<file path="config.mk">
export PLATFORM = sky130hd
export DESIGN_NAME = ins_encode_seq
export DESIGN_NICKNAME = d
export VERILOG_FILES = /design/src/rtl/ins_pkg.sv /design/src/rtl/ins_encode_byte.sv /design/src/rtl/ins_encode_seq.sv
export SDC_FILE = /design/constraint.sdc
export NUM_CORES = 1
export LEC_CHECK = 0
export ABC_AREA = 1
export CAP_MARGIN = 0
export CORE_ASPECT_RATIO = 2
export CORE_MARGIN = 5
export CORE_UTILIZATION = 31
export CTS_BUF_LIST = sky130_fd_sc_hd__clkbuf_8
export CTS_CLUSTER_SIZE = 8
export DETAILED_ROUTE_END_ITERATION = 10
export MAX_ROUTING_LAYER = met4
export PLACE_DENSITY_LB_ADDON = 0.3
export SKIP_LAST_GASP = 1
export SYNTH_ARGS = -nofsm -noshare
export SYNTH_HDL_FRONTEND = slang
export SYNTH_SLANG_ARGS = --single-unit
</file>
<file path="constraint.sdc">
create_clock -name clk -period 2 [get_ports clk]
set_input_delay 0.4 -clock clk [delete_from_list [all_inputs] [get_ports clk]]
set_output_delay 0.4 -clock clk [all_outputs]
set_load 0.02 [all_outputs]
</file>
<file path="src/rtl/ins_pkg.sv">
// Shared definitions for the instruction encoder: op enumeration, opcode nibbles,
// jump sub-codes, memory depth and the operand legality rule.
package ins_pkg;

    localparam int MEM_DEPTH = 256;

    typedef enum logic [3:0] {
        OP_MOVA = 4'd0,
        OP_MOVB = 4'd1,
        OP_MOVC = 4'd2,
        OP_ADD  = 4'd3,
        OP_SUB  = 4'd4,
        OP_AND  = 4'd5,
        OP_NOT  = 4'd6,
        OP_RSR  = 4'd7,
        OP_RSL  = 4'd8,
        OP_JMP  = 4'd9,
        OP_JZ   = 4'd10,
        OP_JC   = 4'd11,
        OP_IN   = 4'd12,
        OP_OUT  = 4'd13,
        OP_NOP  = 4'd14,
        OP_HALT = 4'd15
    } op_e;

    localparam logic [3:0] NIB_MOV   = 4'b1100;
    localparam logic [3:0] NIB_ADD   = 4'b1001;
    localparam logic [3:0] NIB_SUB   = 4'b0110;
    localparam logic [3:0] NIB_AND   = 4'b1011;
    localparam logic [3:0] NIB_NOT   = 4'b0101;
    localparam logic [3:0] NIB_SHIFT = 4'b1010;
    localparam logic [3:0] NIB_JUMP  = 4'b0011;
    localparam logic [3:0] NIB_IN    = 4'b0010;
    localparam logic [3:0] NIB_OUT   = 4'b0100;
    localparam logic [3:0] NIB_NOP   = 4'b0111;
    localparam logic [3:0] NIB_HALT  = 4'b1000;

    localparam logic [3:0] JSUB_JMP = 4'b0000;
    localparam logic [3:0] JSUB_JZ  = 4'b0001;
    localparam logic [3:0] JSUB_JC  = 4'b0010;

    typedef enum logic [1:0] {
        ST_IDLE = 2'd0,
        ST_ARG  = 2'd1,
        ST_FULL = 2'd2
    } state_e;

    // Register 11 is reserved by movb/movc, so these combinations would not decode back.
    function automatic logic is_illegal(input logic [3:0] op, input logic [1:0] rd,
                                        input logic [1:0] rs);
        case (op_e'(op))
            OP_MOVA:                return (rd == 2'b11) || (rs == 2'b11);
            OP_ADD, OP_SUB, OP_AND: return (rd == 2'b11) && (rs == 2'b11);
            default:                return 1'b0;
        endcase
    endfunction

endpackage

</file>
<file path="src/rtl/ins_encode_byte.sv">
// Combinational opcode-byte encoder; flags jumps, which need a trailing target byte.
module ins_encode_byte
    import ins_pkg::*;
(
    input  logic [3:0] op,
    input  logic [1:0] rd,
    input  logic [1:0] rs,
    output logic [7:0] enc_byte,
    output logic       two_byte
);

    always_comb begin
        enc_byte = 8'h00;
        two_byte = 1'b0;
        case (op_e'(op))
            OP_MOVA: enc_byte = {NIB_MOV, rd, rs};
            OP_MOVB: enc_byte = {NIB_MOV, 2'b11, rs};
            OP_MOVC: enc_byte = {NIB_MOV, rd, 2'b11};
            OP_ADD:  enc_byte = {NIB_ADD, rd, rs};
            OP_SUB:  enc_byte = {NIB_SUB, rd, rs};
            OP_AND:  enc_byte = {NIB_AND, rd, rs};
            OP_NOT:  enc_byte = {NIB_NOT, rd, 2'b00};
            OP_RSR:  enc_byte = {NIB_SHIFT, rd, 2'b00};
            OP_RSL:  enc_byte = {NIB_SHIFT, rd, 2'b11};
            OP_JMP: begin
                enc_byte = {NIB_JUMP, JSUB_JMP};
                two_byte = 1'b1;
            end
            OP_JZ: begin
                enc_byte = {NIB_JUMP, JSUB_JZ};
                two_byte = 1'b1;
            end
            OP_JC: begin
                enc_byte = {NIB_JUMP, JSUB_JC};
                two_byte = 1'b1;
            end
            OP_IN:   enc_byte = {NIB_IN, rd, 2'b00};
            OP_OUT:  enc_byte = {NIB_OUT, 2'b00, rs};
            OP_NOP:  enc_byte = {NIB_NOP, 4'b0000};
            OP_HALT: enc_byte = {NIB_HALT, 4'b0000};
        endcase
    end

endmodule

</file>
<file path="src/rtl/ins_encode_seq.sv">
// Instruction encoder writing program bytes sequentially into a 256-byte memory.
// Define INS_ENCODE_CHECK_EN to reject illegal operand combinations with an err pulse.
module ins_encode_seq
    import ins_pkg::*;
(
    input  logic       clk,
    input  logic       rst,
    input  logic       in_valid,
    output logic       in_ready,
    input  logic [3:0] op,
    input  logic [1:0] rd,
    input  logic [1:0] rs,
    input  logic [7:0] tgt,
    output logic       wr_en,
    output logic [7:0] wr_addr,
    output logic [7:0] wr_data,
    output logic       full,
    output logic       err,
    output logic [8:0] count
);

    localparam logic [8:0] LAST_SLOT = 9'(MEM_DEPTH - 1);

    state_e     state;
    state_e     state_next;
    logic [7:0] ptr;
    logic [7:0] tgt_q;
    logic [7:0] enc_byte;
    logic       two_byte;
    logic       accept;
    logic       illegal;
    logic       no_room;

    ins_encode_byte u_encode (
        .op       (op),
        .rd       (rd),
        .rs       (rs),
        .enc_byte (enc_byte),
        .two_byte (two_byte)
    );

`ifdef INS_ENCODE_CHECK_EN
    assign illegal = is_illegal(op, rd, rs);
`else
    assign illegal = 1'b0;
`endif

    assign in_ready = (state == ST_IDLE);
    assign full     = (state == ST_FULL);
    assign accept   = in_valid && in_ready;
    // Only one free slot left: the 256th byte is about to be written, or a jump cannot fit.
    assign no_room  = (count == LAST_SLOT);

    always_ff @(posedge clk) begin
        if (rst) begin
            state <= ST_IDLE;
        end else begin
            state <= state_next;
        end
    end

    always_comb begin
        state_next = state;
        case (state)
            ST_IDLE: begin
                if (accept && !illegal) begin
                    if (two_byte) begin
                        state_next = no_room ? ST_FULL : ST_ARG;
                    end else if (no_room) begin
                        state_next = ST_FULL;
                    end
                end
            end
            ST_ARG:  state_next = (ptr == 8'hFF) ? ST_FULL : ST_IDLE;
            ST_FULL: state_next = ST_FULL;
            default: state_next = ST_IDLE;
        endcase
    end

    // Write port, pointer and counters; wr_addr/wr_data hold their last values when idle.
    always_ff @(posedge clk) begin
        if (rst) begin
            ptr     <= 8'h00;
            count   <= 9'd0;
            tgt_q   <= 8'h00;
            wr_en   <= 1'b0;
            wr_addr <= 8'h00;
            wr_data <= 8'h00;
            err     <= 1'b0;
        end else begin
            wr_en <= 1'b0;
            err   <= 1'b0;
            if (accept) begin
                if (illegal || (two_byte && no_room)) begin
                    err <= 1'b1;
                end else begin
                    wr_en   <= 1'b1;
                    wr_addr <= ptr;
                    wr_data <= enc_byte;
                    ptr     <= ptr + 8'd1;
                    count   <= count + 9'd1;
                    if (two_byte) begin
                        tgt_q <= tgt;
                    end
                end
            end else if (state == ST_ARG) begin
                wr_en   <= 1'b1;
                wr_addr <= ptr;
                wr_data <= tgt_q;
                ptr     <= ptr + 8'd1;
                count   <= count + 9'd1;
            end
        end
    end

endmodule

</file>
==> impl_metrics.toml <==
[run_status]
outcome = "finished, final reports clean"

[floorplanning]
rows = 44
die-area_mm2 = 0.00947
die_x_um = 71.4
ios = 48
die_h_um = 133
design.core.area_mm2 = 0.00732
start_util = 0.319

[finish]
area_growth_pct = 34.7
final_core_util = 0.429
stdcell_count = 495
antenna_cells = 0
final_nets = 424
postLayoutCellArea_mm2 = 0.00314
layout-drive-gt1-share = 0.134
fillers = 799

[place]
gp_congestion = 0.884
dpl.cell_count = 487
place_area_mm2 = 0.00302
port_buffers = 47
dp_hpwl_um = 5220

[global_route]
grt_pass1_wl_um = 10500
grt_max_degree = 20
grtUsageTotal = 0.143
grt-ovfl-total = 0
grt_pass1_vias = 2299
antenna_found_initial = 0

[routing]
wire_per_inst_um = 13.0
route.vias.total = 2317
wl_um = 6440
post-route-drc-count = 0
drt-pass1-iter-count = 4
drtAntennaViolNets = 0
drt_iter0_markers = 72
vias_per_cell = 4.68

[power_and_ir_drop]
p_leak_uw = 0.00137
design_power_total_uw = 2120
p_per_area_mw_per_mm2 = 674
peakVddDrop_mv = 0.356

[clock_network]
cts_hold_buf = 0
clk_pin_slew_ps = 90
clk_latency_ps = 300
h-tree-depth = 2
clock_path_buffers = 2
cts_sinks = 45
cts_made_buffers = 5
cts_tree = "done"
cts-root-buf = "clkbuf_8"

[setup_path]
rrSetupSlack_ps = 130
crit_path_max_fanout = 19
end_kind = "register"
critical-path-max-stage-delay_ps = 340
worst_path_most_repeated_cell = "nand2_1"
path_class = "register to register"
worst_ep_arrival_time_ps = 2080
worst-path-buf-inv = 2
critPathSlowestCell = "dfxtp_2"
start_kind = "register"
cp.required_ps = 2200
crit_family = "simple AND/OR/NAND/NOR gates"
crit_chain = "ha_1, nand2_1, inv_1, nand3_1, nor3_2, ha_2, nand3_4, nand2_8, nand2_8, nand2_1, inv_1, nand2_1, nand2_1"
setup.worst_path.start = "count[1]"
reg2reg_from = "count[1]"

[yosys]
synth-seq-cells = 45
ys_seq_area_frac = 0.386
netlist_instances = 333
synth_area_mm2 = 0.00233
synth_cell_type_count = 28
syn_avg_cell_area_um2 = 7.01
syn_nets = 355
yosysWarningCount = 0

[sta]
fmax_mhz = 534
worst_slew_pin_slew_ps = 409
min_period_over_period = 0.937
rsz0062_at_grt = "true"
setup_viol = 0
slew_viol_final = 0
hold_viol = 0
slew-limit-headroom = 0.727
skew_ps = 12.4
period_needed_ps = 1870
hold_ws_ps = 463

[run]
maxCapViolations = 0

[hold_path]
worstHoldPathType = "register to register"
hp-start = "tgt_q[4]"
-- kinds of logic after synthesis --
logic type | after synthesis | share of synthesized area
and+or+nand+nor | 183 | 0.363
DFF | 45 | 0.386
AOI/OAI and AO/OA | 55 | 0.119
xor gates and xnor gates | 4 | 0.0150
adders and majority gates | 3 | 0.0161
buffers and inverters | 43 | 0.101
-- sequential cells by signal, summed over array words and instances (netlist names) --
signal and cells:
count 9, ptr 8, tgt_q 8, wr_addr 8
wr_data 8, state 2, err 1, wr_en 1
-- through the flow --
step / worst slack [ps] / TNS (ps)
6_report: 126 / 0
5_1_grt: -16.3 / -16.3
4_1_cts: 32.9 / 0
3_5_place_dp: 18.2 / 0
3_3_place_gp: 21.0 / 0
2_1_floorplan: 52.3 / 0
-- power breakdown --
group | internal, uW | total (uW) | switching, uW
clock | 371 | 698 | 327
combinational | 198 | 446 | 248
sequential | 945 | 977 | 31.9
total | 1510 | 2120 | 607
-- metal layers --
layer	part of all wire	global-route usage	vias to the layer above
li1	-	-	1213
met1	0.35	0.128	1057
met2	0.60	0.289	37
met3	0.025	0.0114	10
met4	0.022	0.0575	0
met5	0	-	-
-- cell usage in the layout (no fill, tap or decap) --
| master | instances |
|---|---|
| nand2_8 | 2 |
| dlymetal6s2s_1 | 1 |
| bufinv_16 | 1 |
| clkinv_4 | 2 |
| nand3b_1 | 4 |
| ha_2 | 1 |
| nand4_1 | 3 |
| dfxtp_2 | 2 |
| a21oi_1 | 21 |
| nand3_2 | 2 |
| nor3_2 | 1 |
| o21ai_1 | 9 |
| inv_8 | 1 |
| nand2_4 | 3 |
| nand3_1 | 32 |
| nor2_4 | 2 |
| ha_1 | 2 |
| clkdlybuf4s50_1 | 46 |
| xor2_1 | 2 |
| buf_4 | 28 |
| nand2_1 | 70 |
| dfxtp_1 | 43 |
| nor3_1 | 1 |
| inv_2 | 3 |
| o21bai_1 | 1 |
| inv_1 | 26 |
| clkbuf_8 | 5 |
| nand3_4 | 1 |
| nor2_1 | 62 |
| xnor2_1 | 2 |
| o21ai_0 | 24 |
-- area by class of cell --
class | count | area (um^2) | share of cell area
Multi-Input combinational cell | 245 | 1210 | 0.384
Clock buffer | 5 | 68.8 | 0.0219
Tap cell | 92 | 115 | 0.0366
Inverter | 30 | 125 | 0.0398
Clock inverter | 3 | 42.5 | 0.0135
Timing Repair Buffer | 75 | 683 | 0.217
Sequential cell | 45 | 903 | 0.287
-- synth_stat cells (all sizes together) --
cell    instances  area, um^2
nand2          75         337
nor2           64         255
dfxtp          45         901
nand3          35         198
o21ai          33         165
inv            29         116
a21oi          21         105
buf            11         103
nand3b          4        30.0
ha              3        37.5
nand4           3        18.8
clkbuf          2        7.51
nor3            2        10.0
xnor2           2        17.5
xor2            2        17.5
clkinv          1        8.76
o21bai          1        7.51
-- worst register-to-register path, delay by kind of cell, from the launching register on --
family / cells / cell delay [ps]
simple gates: 9 / 900
buf+inv: 2 / 150
fa+ha+maj: 2 / 410
flops: 1 / 340
-- path summary, 6_finish.rpt --
path	end	depth (start not counted)
hold / removal	tgt_q[4]	2
setup / recovery	wr_data[0]	13
setup reg to reg	wr_data[0]	13
hold reg to reg	tgt_q[4]	2
-- repair_timing --
action / in CTS / in global routing
endpoints found under the setup margin: 0 / 31
resized for setup: 0 / 3
buffers inserted: 0 / 0
Note: power is estimated with default switching activity, not from simulation.
